**src/rtl/stream_buffer_pkg.sv**
```systemverilog
// Shared parameters and sizing helpers for the stream_buffer elastic FIFO.
package stream_buffer_pkg;

  localparam int unsigned DEFAULT_N     = 8;
  localparam int unsigned DEFAULT_DEPTH = 4;

  // Address width for a power-of-two DEPTH; count is one bit wider to reach DEPTH.
  function automatic int unsigned buf_aw(input int unsigned depth);
    return $clog2(depth);
  endfunction

endpackage

```
**src/rtl/stream_buffer_if.sv**
```systemverilog
// One valid/ready stream channel; master drives data/valid, slave drives ready.
interface stream_buffer_if #(
  parameter int unsigned N = 8
);

  logic [N-1:0] data;
  logic         valid;
  logic         ready;

  modport master (output data, output valid, input ready);
  modport slave  (input data, input valid, output ready);

endinterface

```
**src/rtl/stream_buffer_mem.sv**
```systemverilog
// DEPTH x N register array: synchronous write, asynchronous read, async clear.
module stream_buffer_mem
  import stream_buffer_pkg::*;
#(
  parameter int unsigned N     = DEFAULT_N,
  parameter int unsigned DEPTH = DEFAULT_DEPTH
) (
  input  logic                      clk,
  input  logic                      nrst,
  input  logic                      we,
  input  logic [buf_aw(DEPTH)-1:0]  waddr,
  input  logic [N-1:0]              wdata,
  input  logic [buf_aw(DEPTH)-1:0]  raddr,
  output logic [N-1:0]              rdata_c
);

  logic [N-1:0] mem [DEPTH];

  always_ff @(posedge clk or negedge nrst) begin
    if (!nrst) begin
      for (int unsigned i = 0; i < DEPTH; i++) begin
        mem[i] <= '0;
      end
    end else if (we) begin
      mem[waddr] <= wdata;
    end
  end

  // Head is visible without a register stage so a pushed token shows one cycle later.
  assign rdata_c = mem[raddr];

endmodule

```
**src/rtl/stream_buffer.sv**
```systemverilog
// Elastic valid/ready FIFO; tokens leave in arrival order, unmodified.
// Define STREAM_BUFFER_LEVEL_EN to add the level and full_seen outputs.
module stream_buffer
  import stream_buffer_pkg::*;
#(
  parameter int unsigned N     = DEFAULT_N,
  parameter int unsigned DEPTH = DEFAULT_DEPTH
) (
  input  logic            clk,
  input  logic            nrst,
  stream_buffer_if.slave  sIn,
  stream_buffer_if.master sOut
`ifdef STREAM_BUFFER_LEVEL_EN
  ,
  output logic [$clog2(DEPTH):0] level,
  output logic                   full_seen
`endif
);

  localparam int unsigned AW = buf_aw(DEPTH);
  localparam int unsigned CW = AW + 1;

  logic [AW-1:0] wr_ptr;
  logic [AW-1:0] rd_ptr;
  logic [CW-1:0] count;
  logic          push_c;
  logic          pop_c;

  // Handshake flags decode from registered count only; ready is forced low in reset.
  assign sIn.ready  = nrst && (count != CW'(DEPTH));
  assign sOut.valid = (count != '0);
  assign push_c     = sIn.valid && sIn.ready;
  assign pop_c      = sOut.valid && sOut.ready;

  // Pointers wrap naturally at DEPTH; full vs empty is told apart by count alone.
  always_ff @(posedge clk or negedge nrst) begin
    if (!nrst) begin
      wr_ptr <= '0;
      rd_ptr <= '0;
      count  <= '0;
    end else begin
      if (push_c) wr_ptr <= wr_ptr + AW'(1);
      if (pop_c)  rd_ptr <= rd_ptr + AW'(1);
      case ({push_c, pop_c})
        2'b10:   count <= count + CW'(1);
        2'b01:   count <= count - CW'(1);
        default: count <= count;
      endcase
    end
  end

  stream_buffer_mem #(
    .N     (N),
    .DEPTH (DEPTH)
  ) u_mem (
    .clk     (clk),
    .nrst    (nrst),
    .we      (push_c),
    .waddr   (wr_ptr),
    .wdata   (sIn.data),
    .raddr   (rd_ptr),
    .rdata_c (sOut.data)
  );

`ifdef STREAM_BUFFER_LEVEL_EN
  assign level = count;

  // Sticky: records any push attempt made against a full buffer.
  always_ff @(posedge clk or negedge nrst) begin
    if (!nrst) begin
      full_seen <= 1'b0;
    end else if ((count == CW'(DEPTH)) && sIn.valid) begin
      full_seen <= 1'b1;
    end
  end
`endif

endmodule

```
**src/flat_wrapper.sv**
```systemverilog
// flat-port wrapper written by rule: the top's interface ports become plain ports
module stream_buffer_flat import stream_buffer_pkg::*;
#(
  parameter int unsigned N     = DEFAULT_N,
  parameter int unsigned DEPTH = DEFAULT_DEPTH
)
  (clk, nrst, sIn_data, sIn_valid, sIn_ready, sOut_data, sOut_valid, sOut_ready);
  stream_buffer_if #(.N(N)) sIn_i ();
  stream_buffer_if #(.N(N)) sOut_i ();
  input  logic clk;
  input  logic nrst;
  input wire logic [$bits(sIn_i.data)-1:0] sIn_data;
  input wire logic [$bits(sIn_i.valid)-1:0] sIn_valid;
  output wire logic [$bits(sIn_i.ready)-1:0] sIn_ready;
  output wire logic [$bits(sOut_i.data)-1:0] sOut_data;
  output wire logic [$bits(sOut_i.valid)-1:0] sOut_valid;
  input wire logic [$bits(sOut_i.ready)-1:0] sOut_ready;
  assign sIn_i.data = sIn_data;
  assign sIn_i.valid = sIn_valid;
  assign sIn_ready = sIn_i.ready;
  assign sOut_data = sOut_i.data;
  assign sOut_valid = sOut_i.valid;
  assign sOut_i.ready = sOut_ready;
  stream_buffer #(.N(N), .DEPTH(DEPTH)) u_core (.clk(clk), .nrst(nrst), .sIn(sIn_i), .sOut(sOut_i));
endmodule
```
**config.mk**
```make
export PLATFORM = sky130hd
export DESIGN_NAME = stream_buffer_flat
export DESIGN_NICKNAME = d
export VERILOG_FILES = /design/src/rtl/stream_buffer_pkg.sv /design/src/rtl/stream_buffer_if.sv /design/src/rtl/stream_buffer_mem.sv /design/src/rtl/stream_buffer.sv /design/src/flat_wrapper.sv
export SDC_FILE = /design/constraint.sdc
export NUM_CORES = 1
export LEC_CHECK = 0
export ABC_CLOCK_PERIOD_IN_PS = 2800
export CORE_MARGIN = 2
export CORE_UTILIZATION = 38
export DETAILED_ROUTE_END_ITERATION = 7
export GPL_TIMING_DRIVEN = 0
export PLACE_DENSITY = 0.64
export SYNTH_ARGS = -nofsm -noshare
export SYNTH_HDL_FRONTEND = slang
export SYNTH_SLANG_ARGS = --single-unit
```
**constraint.sdc**
```tcl
create_clock -name clk -period 2.8 [get_ports clk]
set_input_delay 0.56 -clock clk [delete_from_list [all_inputs] [get_ports clk]]
set_output_delay 0.56 -clock clk [all_outputs]
set_load 0.02 [all_outputs]
```
After elaboration in Yosys (flattened, before gate mapping):

Index checks and enable logic that the tools add are counted.

* register bits: 39
* word-level logic and storage cells: 32

* add/sub/neg operators: 4
* magnitude comparators: 3
* equal/unequal tests: 3
* mux-type cells: 7
* bitwise logic cells: 2
* reductions and logical operators: 6

Operators with widths (number)
* bitwise mux 32 bit: 1
* two-way mux 8 bit: 3
* binary-select mux 8 bit (select 2 bit): 1
* demux 8 bit (select 2 bit): 1
* greater-or-equal comparator 3 bit (second input constant): 2
* NOT 2 -> 3 bit: 2
* one-hot mux 3 bit (2 select lines): 1
* adder 2 x 1 -> 2 bit (second input constant): 2
* logical AND 1 bit: 4
* adder 3 x 1 -> 3 bit (second input constant): 1
* < comparator 3 x 1 -> 1 bit (second input constant): 1
* != test 3 bit (second input constant): 1
* nonzero test 3 bit: 1
* subtractor 3 x 1 -> 3 bit (second input constant): 1
* equality test 2 x 1 -> 1 bit (second input constant): 1
* equality test 2 bit (second input constant): 1
* nonzero test 2 bit: 1

Logic depth before layout (Yosys ltp):

Gate-level depths: netlist of run 1.

* depth in word-level cells: 6
* depth in mapped cells: 9

Modules after synthesis:

From an unflattened synthesis of run 1, not the netlist that was laid out.

* cell total of the unflattened synthesis: 108
* area total of the unflattened synthesis: 1756.7 um2

Modules (own cells, without submodules)
* stream_buffer_mem: instances 1, cells each 78, area an instance 1401.3 um2
* stream_buffer: instances 1, cells each 30, area an instance 355.3 um2

Least setup slack after synthesis of run 1:

Ideal clock, no wire load.

* path kind: register -> register
* start: register u_core.count[0]
* end: register u_core.count[2]
* setup time: 79 ps
* data arrival time: 2052 ps
* required time: 2721 ps
* slack: 669 ps
* stages on the path, launching flop included: 10
* period minus slack after synthesis: 2131 ps
* cell sequence: dfrtp_1 > nor3b_4 > nor2_1 > inv_1 > ha_1 > inv_1 > fa_1 > xor2_1 > nor2_1 > xor2_1

* word-level cells in the longest chain between the ends: 5
* elaborated cells on any way between the ends: 11

RTL lines
* from (decl): RTL line stream_buffer.sv:25 `logic [CW-1:0] count;`
* from (signal assigned): RTL line stream_buffer.sv:45 `2'b10: count <= count + CW'(1);`
* from (signal assigned): RTL line stream_buffer.sv:46 `2'b01: count <= count - CW'(1);`
* from (signal assigned): RTL line stream_buffer.sv:47 `default: count <= count;`
* != test 3 bit: RTL line stream_buffer.sv:30 `assign sIn.ready = nrst && (count != CW'(DEPTH));`
* logical AND 1 bit: RTL line stream_buffer.sv:30
* logical AND 1 bit: RTL line stream_buffer.sv:32 `assign push_c = sIn.valid && sIn.ready;`
* equality test 2 x 1 -> 1 bit / equality test 2 bit (equally long branches): RTL line stream_buffer.sv:44 `case ({push_c, pop_c})`
* one-hot mux 3 bit (2 select lines) / nonzero test 2 bit (equally long branches)

Several ways; a longest one is shown, not always the timed one.
A chain may end at the register's enable or synchronous reset.

Worst setup path in the final report of run 1:

* start: register u_core.count[0]
* end: output sIn_ready

* word-level cells in the longest chain between the ends: 2

RTL lines
* != test 3 bit: RTL line stream_buffer.sv:30
* logical AND 1 bit: RTL line stream_buffer.sv:30
* to (decl): RTL line flat_wrapper.sv:14 `output wire logic [$bits(sIn_i.ready)-1:0] sIn_ready;`

Every way passes these cells.

==> flow_summary_export.csv, run 1 <==
group,metric,value,unit
sta,setup_viol,0,
cells_and_area,antenna_cells,0,
placed_design,dpl_cell_area,2110,sq um
placed_design,dpl_worst_slack,-0.375,ns
sta,fmax,381,MHz
grt,grt_pass1_wl,5.55,mm
grt,grt_max_degree,42,
die,die_height,73.6,microns
sta,finalHoldViolCount,0,
sta,layout_setup_ws,0.176,ns
clocking,cts.clk_slew.worst_paths,0.07,ns
worst_setup_path,worstSetupEndpointType,"output pin",
sta,slew_viol_final,0,
placed_design,port_buffers,21,
power,p_leak,0.918,nW
worst_setup_path,required,2.24,ns
detailed_routing,dr_total_vias,1008,
yosys,post-synth-top-count-cell,"dfrtp_1",
detailed_routing,firstDrtPassIters,4,
detailed_routing,routedWlPerCell,17.3,microns
detailed_routing,drt-initial-drc-count,46,
yosys,syn_nets,131,
grt,grt_remaining_overflow,0,
power,power_density,1210,nW/um^2
yosys,synth_warnings,0,
worst_setup_path,cp.arrival,2.06,ns
grt,antenna_found_initial,0,
worst_setup_path,r2r_cells,9,
worst_setup_path,crit_buf_inv,1,
grt,grt_usage,14.1,%
run,drv_cap,0,
placed_design,place_inst,188,
yosys,synthFlopType,"dfrtp_1",
yosys,synth_area_per_cell,16.3,sq um
sta,slew_headroom,57.8,%
die,start_util,39.2,%
clocking,cts_buffer_depth,2,
detailed_routing,routed_wl,3.38,mm
sta,tns,0,ns
worst_setup_path,critPathMaxStageDelay,0.54,ns
worst_setup_path,worstPathCellList,"nor3b_4 -> and2b_2 -> clkdlybuf4s50_1",
clocking,cts_buffers,5,
placed_design,place.gp.congestion,0.701,
grt,grt_pass1_vias,1155,
worst_setup_path,worst_r2r_startpoint,"u_core.count[0]",
min_path,min_path_type,"in2async",
die,num_io_pins,22,
placed_design,dp_hpwl,2.31,mm
worst_setup_path,worstSetupPathType,"reg2out",
die,core,4690,sq um
worst_setup_path,reg2reg_slack,0.44,ns
detailed_routing,drcViolationCount,0,
power,vdd_drop_max,530,uV
cells_and_area,area_growth,19.7,%
sta,period_minus_slack,2.62,ns
yosys,synth_seq_cells,39,
yosys,async_reset_ff_share,100,%
outcome,outcome,"complete, no violations",
cells_and_area,fillers,411,
worst_setup_path,cp-start-kind,"flop",
die,die_area,5410,sq um
sta,fin_skew,0.00425,ns
cells_and_area,layout-drive-gt1-share,41.1,%
worst_setup_path,crit_fanout,6,
sta,min_period_over_period,93.7,%
yosys,synth_largest_area_cell,"dfrtp_1",
detailed_routing,viasPerCell,5.17,
sta,rsz0062_at_grt,"no",
yosys,synth_edf_count,0,
die,die_w,73.6,microns
worst_setup_path,path_delay_family,"simple AND/OR/NAND/NOR gates",
worst_setup_path,r2r_end,"u_core.count[2]",
cells_and_area,final_nets,159,
cells_and_area,fin_cells,195,
cells_and_area,postLayoutCellArea,2200,sq um
yosys,synth_cells,113,
yosys,synthDistinctLibCells,17,
die,row_count,25,
yosys,syn_area,1840,sq um
yosys,synthTopCellsByArea,"dfrtp_1 (53%), mux2_2 (20%), mux4_2 (9.8%)",
clocking,ctsHoldBuffers,0,
clocking,ctsRootBufferMaster,"clkbuf_8",
detailed_routing,ant_nets,0,
sta,max_slew.worst_pin.slew,0.633,ns
clocking,clock_latency,0.28,ns
yosys,synth_top_area_share,53.1,%
clocking,cts_tree,"done",
yosys,yosysSeqAreaShare,53.1,%
yosys,yosys-top-cells-count,"dfrtp_1 (39), mux2_2 (33), mux4_2 (8)",
clocking,h-tree-depth,2,
worst_setup_path,critPathSlowestCell,"clkdlybuf4s50_1",
clocking,clock-sinks,39,
sequential cells by signal, indices dropped and copies added (netlist names):
signal / count
u_core.count: 3
u_core.rd_ptr: 2
u_core.u_mem.mem: 32
u_core.wr_ptr: 2
worst reg2reg max path, cell delays in order (launching register included):
cell and delay, ns:
dfrtp_1 0.46, nor3b_4 0.50, nor2_1 0.19, inv_1 0.09
ha_1 0.18, inv_1 0.07, fa_1 0.38, xor2_1 0.15
nor2_1 0.11, xor2_1 0.15
power breakdown:
group	internal, mW	leakage [nW]	switching [mW]
registers	0.851	0.467	0.163
clock network	0.193	0.0470	0.185
logic	0.737	0.404	0.531
total	1.78	0.918	0.879
worst max-delay path by stage:
stage                startpoint  slack, ns               to  cells past startpoint
6_report        u_core.count[0]       0.18        sIn_ready                      3
5_1_grt         u_core.count[0]       0.07        sIn_ready                      3
4_1_cts        u_core.rd_ptr[1]       0.15     sOut_data[6]                      3
3_5_place_dp               nrst      -0.37  u_core.count[2]                     10
3_3_place_gp               nrst      -1.54  u_core.count[2]                     10
2_1_floorplan   u_core.count[0]       0.67  u_core.count[2]                      9
cell usage in the layout (no fill, tap or decap), drive strengths merged:
cell           count
mux2i              1
xor2               3
o31a               1
and2b              1
clkbuf             6
clkinv             1
ha                 5
xnor2              3
inv                6
mux2              33
buf                3
dfrtp             39
or3                1
fa                 1
mux4               8
nor3b              5
nand2              2
clkdlybuf4s50     20
nor2               2
cell families after synthesis:
logic type	synth area share, %
flops	53.1
buf+inv	1.70
mux	30.5
xor+xnor	2.86
compound gates	0.544
simple gates	6.80
fa+ha+maj	4.49
layer usage:
layer / vias up / wire length [microns] / share of wire (%) / global-route usage, %
met2: 19 / 1810 / 54 / 26.2
met5: - / 0 / 0 / 0
met3: 5 / 128 / 3.8 / 4.53
li1: 460 / - / - / -
met1: 524 / 1400 / 41 / 15.4
met4: 0 / 40 / 1.2 / 3.64
stage by stage:
| step | hold slack, ns | util (%) | total power, mW |
|---|---|---|---|
| finish | 0.236 | 46.9 | 2.66 |
| global route | 0.279 | 46.9 | 2.84 |
| CTS | 0.256 | 46.9 | 2.71 |
| detailed placement | 0.490 | 45.0 | 2.32 |
| global placement | 0.484 | 45.1 | 2.25 |
| floorplan | 0.264 | - | 1.88 |
cell type report:
class,instances,area [sq um],share of cell area (%)
timing repair buffer,21,208,9.43
tap,54,67.6,3.07
sequential,39,976,44.3
clock buffer,6,82.6,3.75
multi-input combinational,66,832,37.8
inverter,6,22.5,1.02
buffer,2,8.76,0.398
clock inverter,1,5.00,0.227
repair_timing:
action | 4_1_cts | 5_1_grt
gates resized for setup | 1 | 0
hold endpoints to repair | 0 | 0
endpoints found under the setup margin | 2 | 0
setup buffers | 0 | 0
Note: power is estimated with default switching activity, not from simulation.
==> run 2, diff against run 1 <==
CORE_UTILIZATION = 25   (was 38)
PLACE_DENSITY = 0.48   (was 0.64)
==> run 2 against run 1 <==
  * Wire length grew 7.2%
  * Non-clock buffer count unchanged
  * Largest cell class unchanged
  * Sequential cell count did not move
  * Cell area rose by 3.7%
  * Clock power up 24%
  * Total power up 4.3%
  * Sequential share of layout area shrank 1.6 points
  * Maximum frequency down 0.33%
  * Via count rose by 0.89%
  * Final cell count grew 24%
  * Core utilization shrank 15 points
==> flow_summary_export.csv, run 2 (synthesis gave the netlist of run 1 again) <==
group,metric,value,unit
outcome,outcome,"complete, no violations",
detailed_routing,drt-initial-drc-count,46,
grt,grt_pass1_wl,5.93,mm
detailed_routing,viasPerCell,4.22,
power,p_leak,0.929,nW
sta,period_minus_slack,2.63,ns
power,power.total,2.77,mW
die,die_height,89.8,microns
sta,finalHoldViolCount,0,
die,start_util,25.6,%
grt,grt_usage,9.67,%
sta,slew_headroom,57.9,%
clocking,cts_tree,"done",
power,power_density,1210,nW/um^2
clocking,cts.clk_slew.worst_paths,0.08,ns
placed_design,dpl_cell_area,2170,sq um
placed_design,port_buffers,21,
clocking,cts_buffers,5,
sta,slew_viol_final,0,
cells_and_area,largest_reg_flops,32,
sta,min_period_over_period,94.0,%
die,core,7180,sq um
grt,grt_pass1_vias,1172,
detailed_routing,routedWlPerCell,15.0,microns
worst_setup_path,critPathMaxStageDelay,0.55,ns
sta,rsz0062_at_grt,"no",
min_path,min_path_type,"in2async",
worst_setup_path,critPathSlowestCell,"clkdlybuf4s50_1",
detailed_routing,drcViolationCount,0,
detailed_routing,firstDrtPassIters,4,
detailed_routing,dr_total_vias,1017,
clocking,ctsRootBufferMaster,"clkbuf_8",
clocking,clock_latency,0.29,ns
detailed_routing,routed_wl,3.63,mm
die,num_io_pins,22,
power,vdd_drop_max,361,uV
cells_and_area,layout_common_cells,"dfrtp_1 (39), mux2_2 (33), clkdlybuf4s50_1 (20)",
cells_and_area,antenna_cells,0,
cells_and_area,reg.largest.list,"u_core.u_mem.mem x32, u_core.count x3",
clocking,h-tree-depth,2,
grt,grt_remaining_overflow,0,
grt,antenna_found_initial,0,
placed_design,dp_hpwl,2.56,mm
sta,fin_skew,0.00742,ns
cells_and_area,regMostFlops,"u_core.u_mem.mem",
worst_setup_path,r2r_cells,9,
sta,fmax,380,MHz
sta,layout_setup_ws,0.168,ns
sta,tns,0,ns
worst_setup_path,worstPathCellList,"buf_1 -> mux4_2 -> clkdlybuf4s50_1",
grt,grt_max_degree,42,
clocking,ctsHoldBuffers,0,
clocking,cts_buffer_depth,2,
sta,max_slew.worst_pin.slew,0.632,ns
sta,setup_viol,0,
clocking,cts_setup_buffers,0,
worst_setup_path,cp-start-kind,"flop",
run,drv_cap,0,
placed_design,dpl_worst_slack,-0.443,ns
cells_and_area,final_common_cell,"dfrtp_1",
cells_and_area,final_nets,159,
cells_and_area,area_growth,24.1,%
detailed_routing,ant_nets,0,
die,die_w,89.8,microns
worst_setup_path,worstSetupEndpointType,"output pin",
worst_setup_path,required,2.24,ns
die,row_count,31,
cells_and_area,layout-drive-gt1-share,41.5,%
worst_setup_path,worstSetupPathType,"reg2out",
clocking,clock-sinks,39,
worst_setup_path,crit_fanout,9,
cells_and_area,postLayoutCellArea,2280,sq um
placed_design,place.gp.congestion,0.654,
worst_setup_path,cp.arrival,2.07,ns
sta,hold_slack,0.235,ns
die,die_area,8060,sq um
-- run 2: path summary, 6_finish.rpt --
| path | from | slack [ns] | to |
|---|---|---|---|
| setup / recovery | u_core.rd_ptr[1] | 0.17 | sOut_data[5] |
| hold / removal | nrst | 0.24 | u_core.u_mem.mem[3] |
| setup reg to reg | u_core.count[0] | 0.40 | u_core.count[2] |
| hold reg to reg | u_core.u_mem.mem[11] | 0.51 | u_core.u_mem.mem[11] |
| max in group asynchronous | nrst | 2.21 | u_core.rd_ptr[1] |
| min in group clk | u_core.u_mem.mem[11] | 0.51 | u_core.u_mem.mem[11] |
-- run 2: what timing repair did --
item                                    4_1_cts  5_1_grt
endpoints found under the setup margin        2        0
resized for setup                             1        0
hold endpoints to repair                      0        0
-- run 2: metrics by stage --
step	utilization (%)	instances
6_report	31.8	241
5_1_grt	31.8	241
4_1_cts	31.8	241
3_5_place_dp	30.2	233
3_3_place_gp	30.3	233
2_1_floorplan	-	113
-- run 2: worst max-delay path: cells and delay by family (launching register included) --
kind / cells / cell delay, ns
buffers and inverters: 2 / 1.04
flip-flops: 1 / 0.32
multiplexers: 1 / 0.43
-- run 2: cell type report --
| cell class | count | area, sq um |
|---|---|---|
| repair buffers | 21 | 208 |
| clock inverters | 3 | 43.8 |
| clock buffers | 5 | 68.8 |
| fillers | 700 | 4890 |
| inverters | 6 | 22.5 |
| plain buffers | 2 | 8.76 |
| well taps | 99 | 124 |
| multi-input cells | 66 | 832 |
| flip-flops and latches | 39 | 976 |
-- run 2: where the power goes --
group	total, mW	switching [mW]	internal, mW
Clock	0.468	0.203	0.265
Combinational	1.29	0.555	0.740
Sequential	1.01	0.161	0.851
Total	2.77	0.918	1.86
-- run 2: layer usage --
| layer | vias to the layer above | routed length (microns) | global-route usage, % |
|---|---|---|---|
| met4 | 0 | 59 | 3.21 |
| met5 | - | 0 | 0 |
| met1 | 528 | 1500 | 11.7 |
| li1 | 459 | - | - |
| met2 | 23 | 1930 | 16.7 |
| met3 | 7 | 127 | 2.68 |
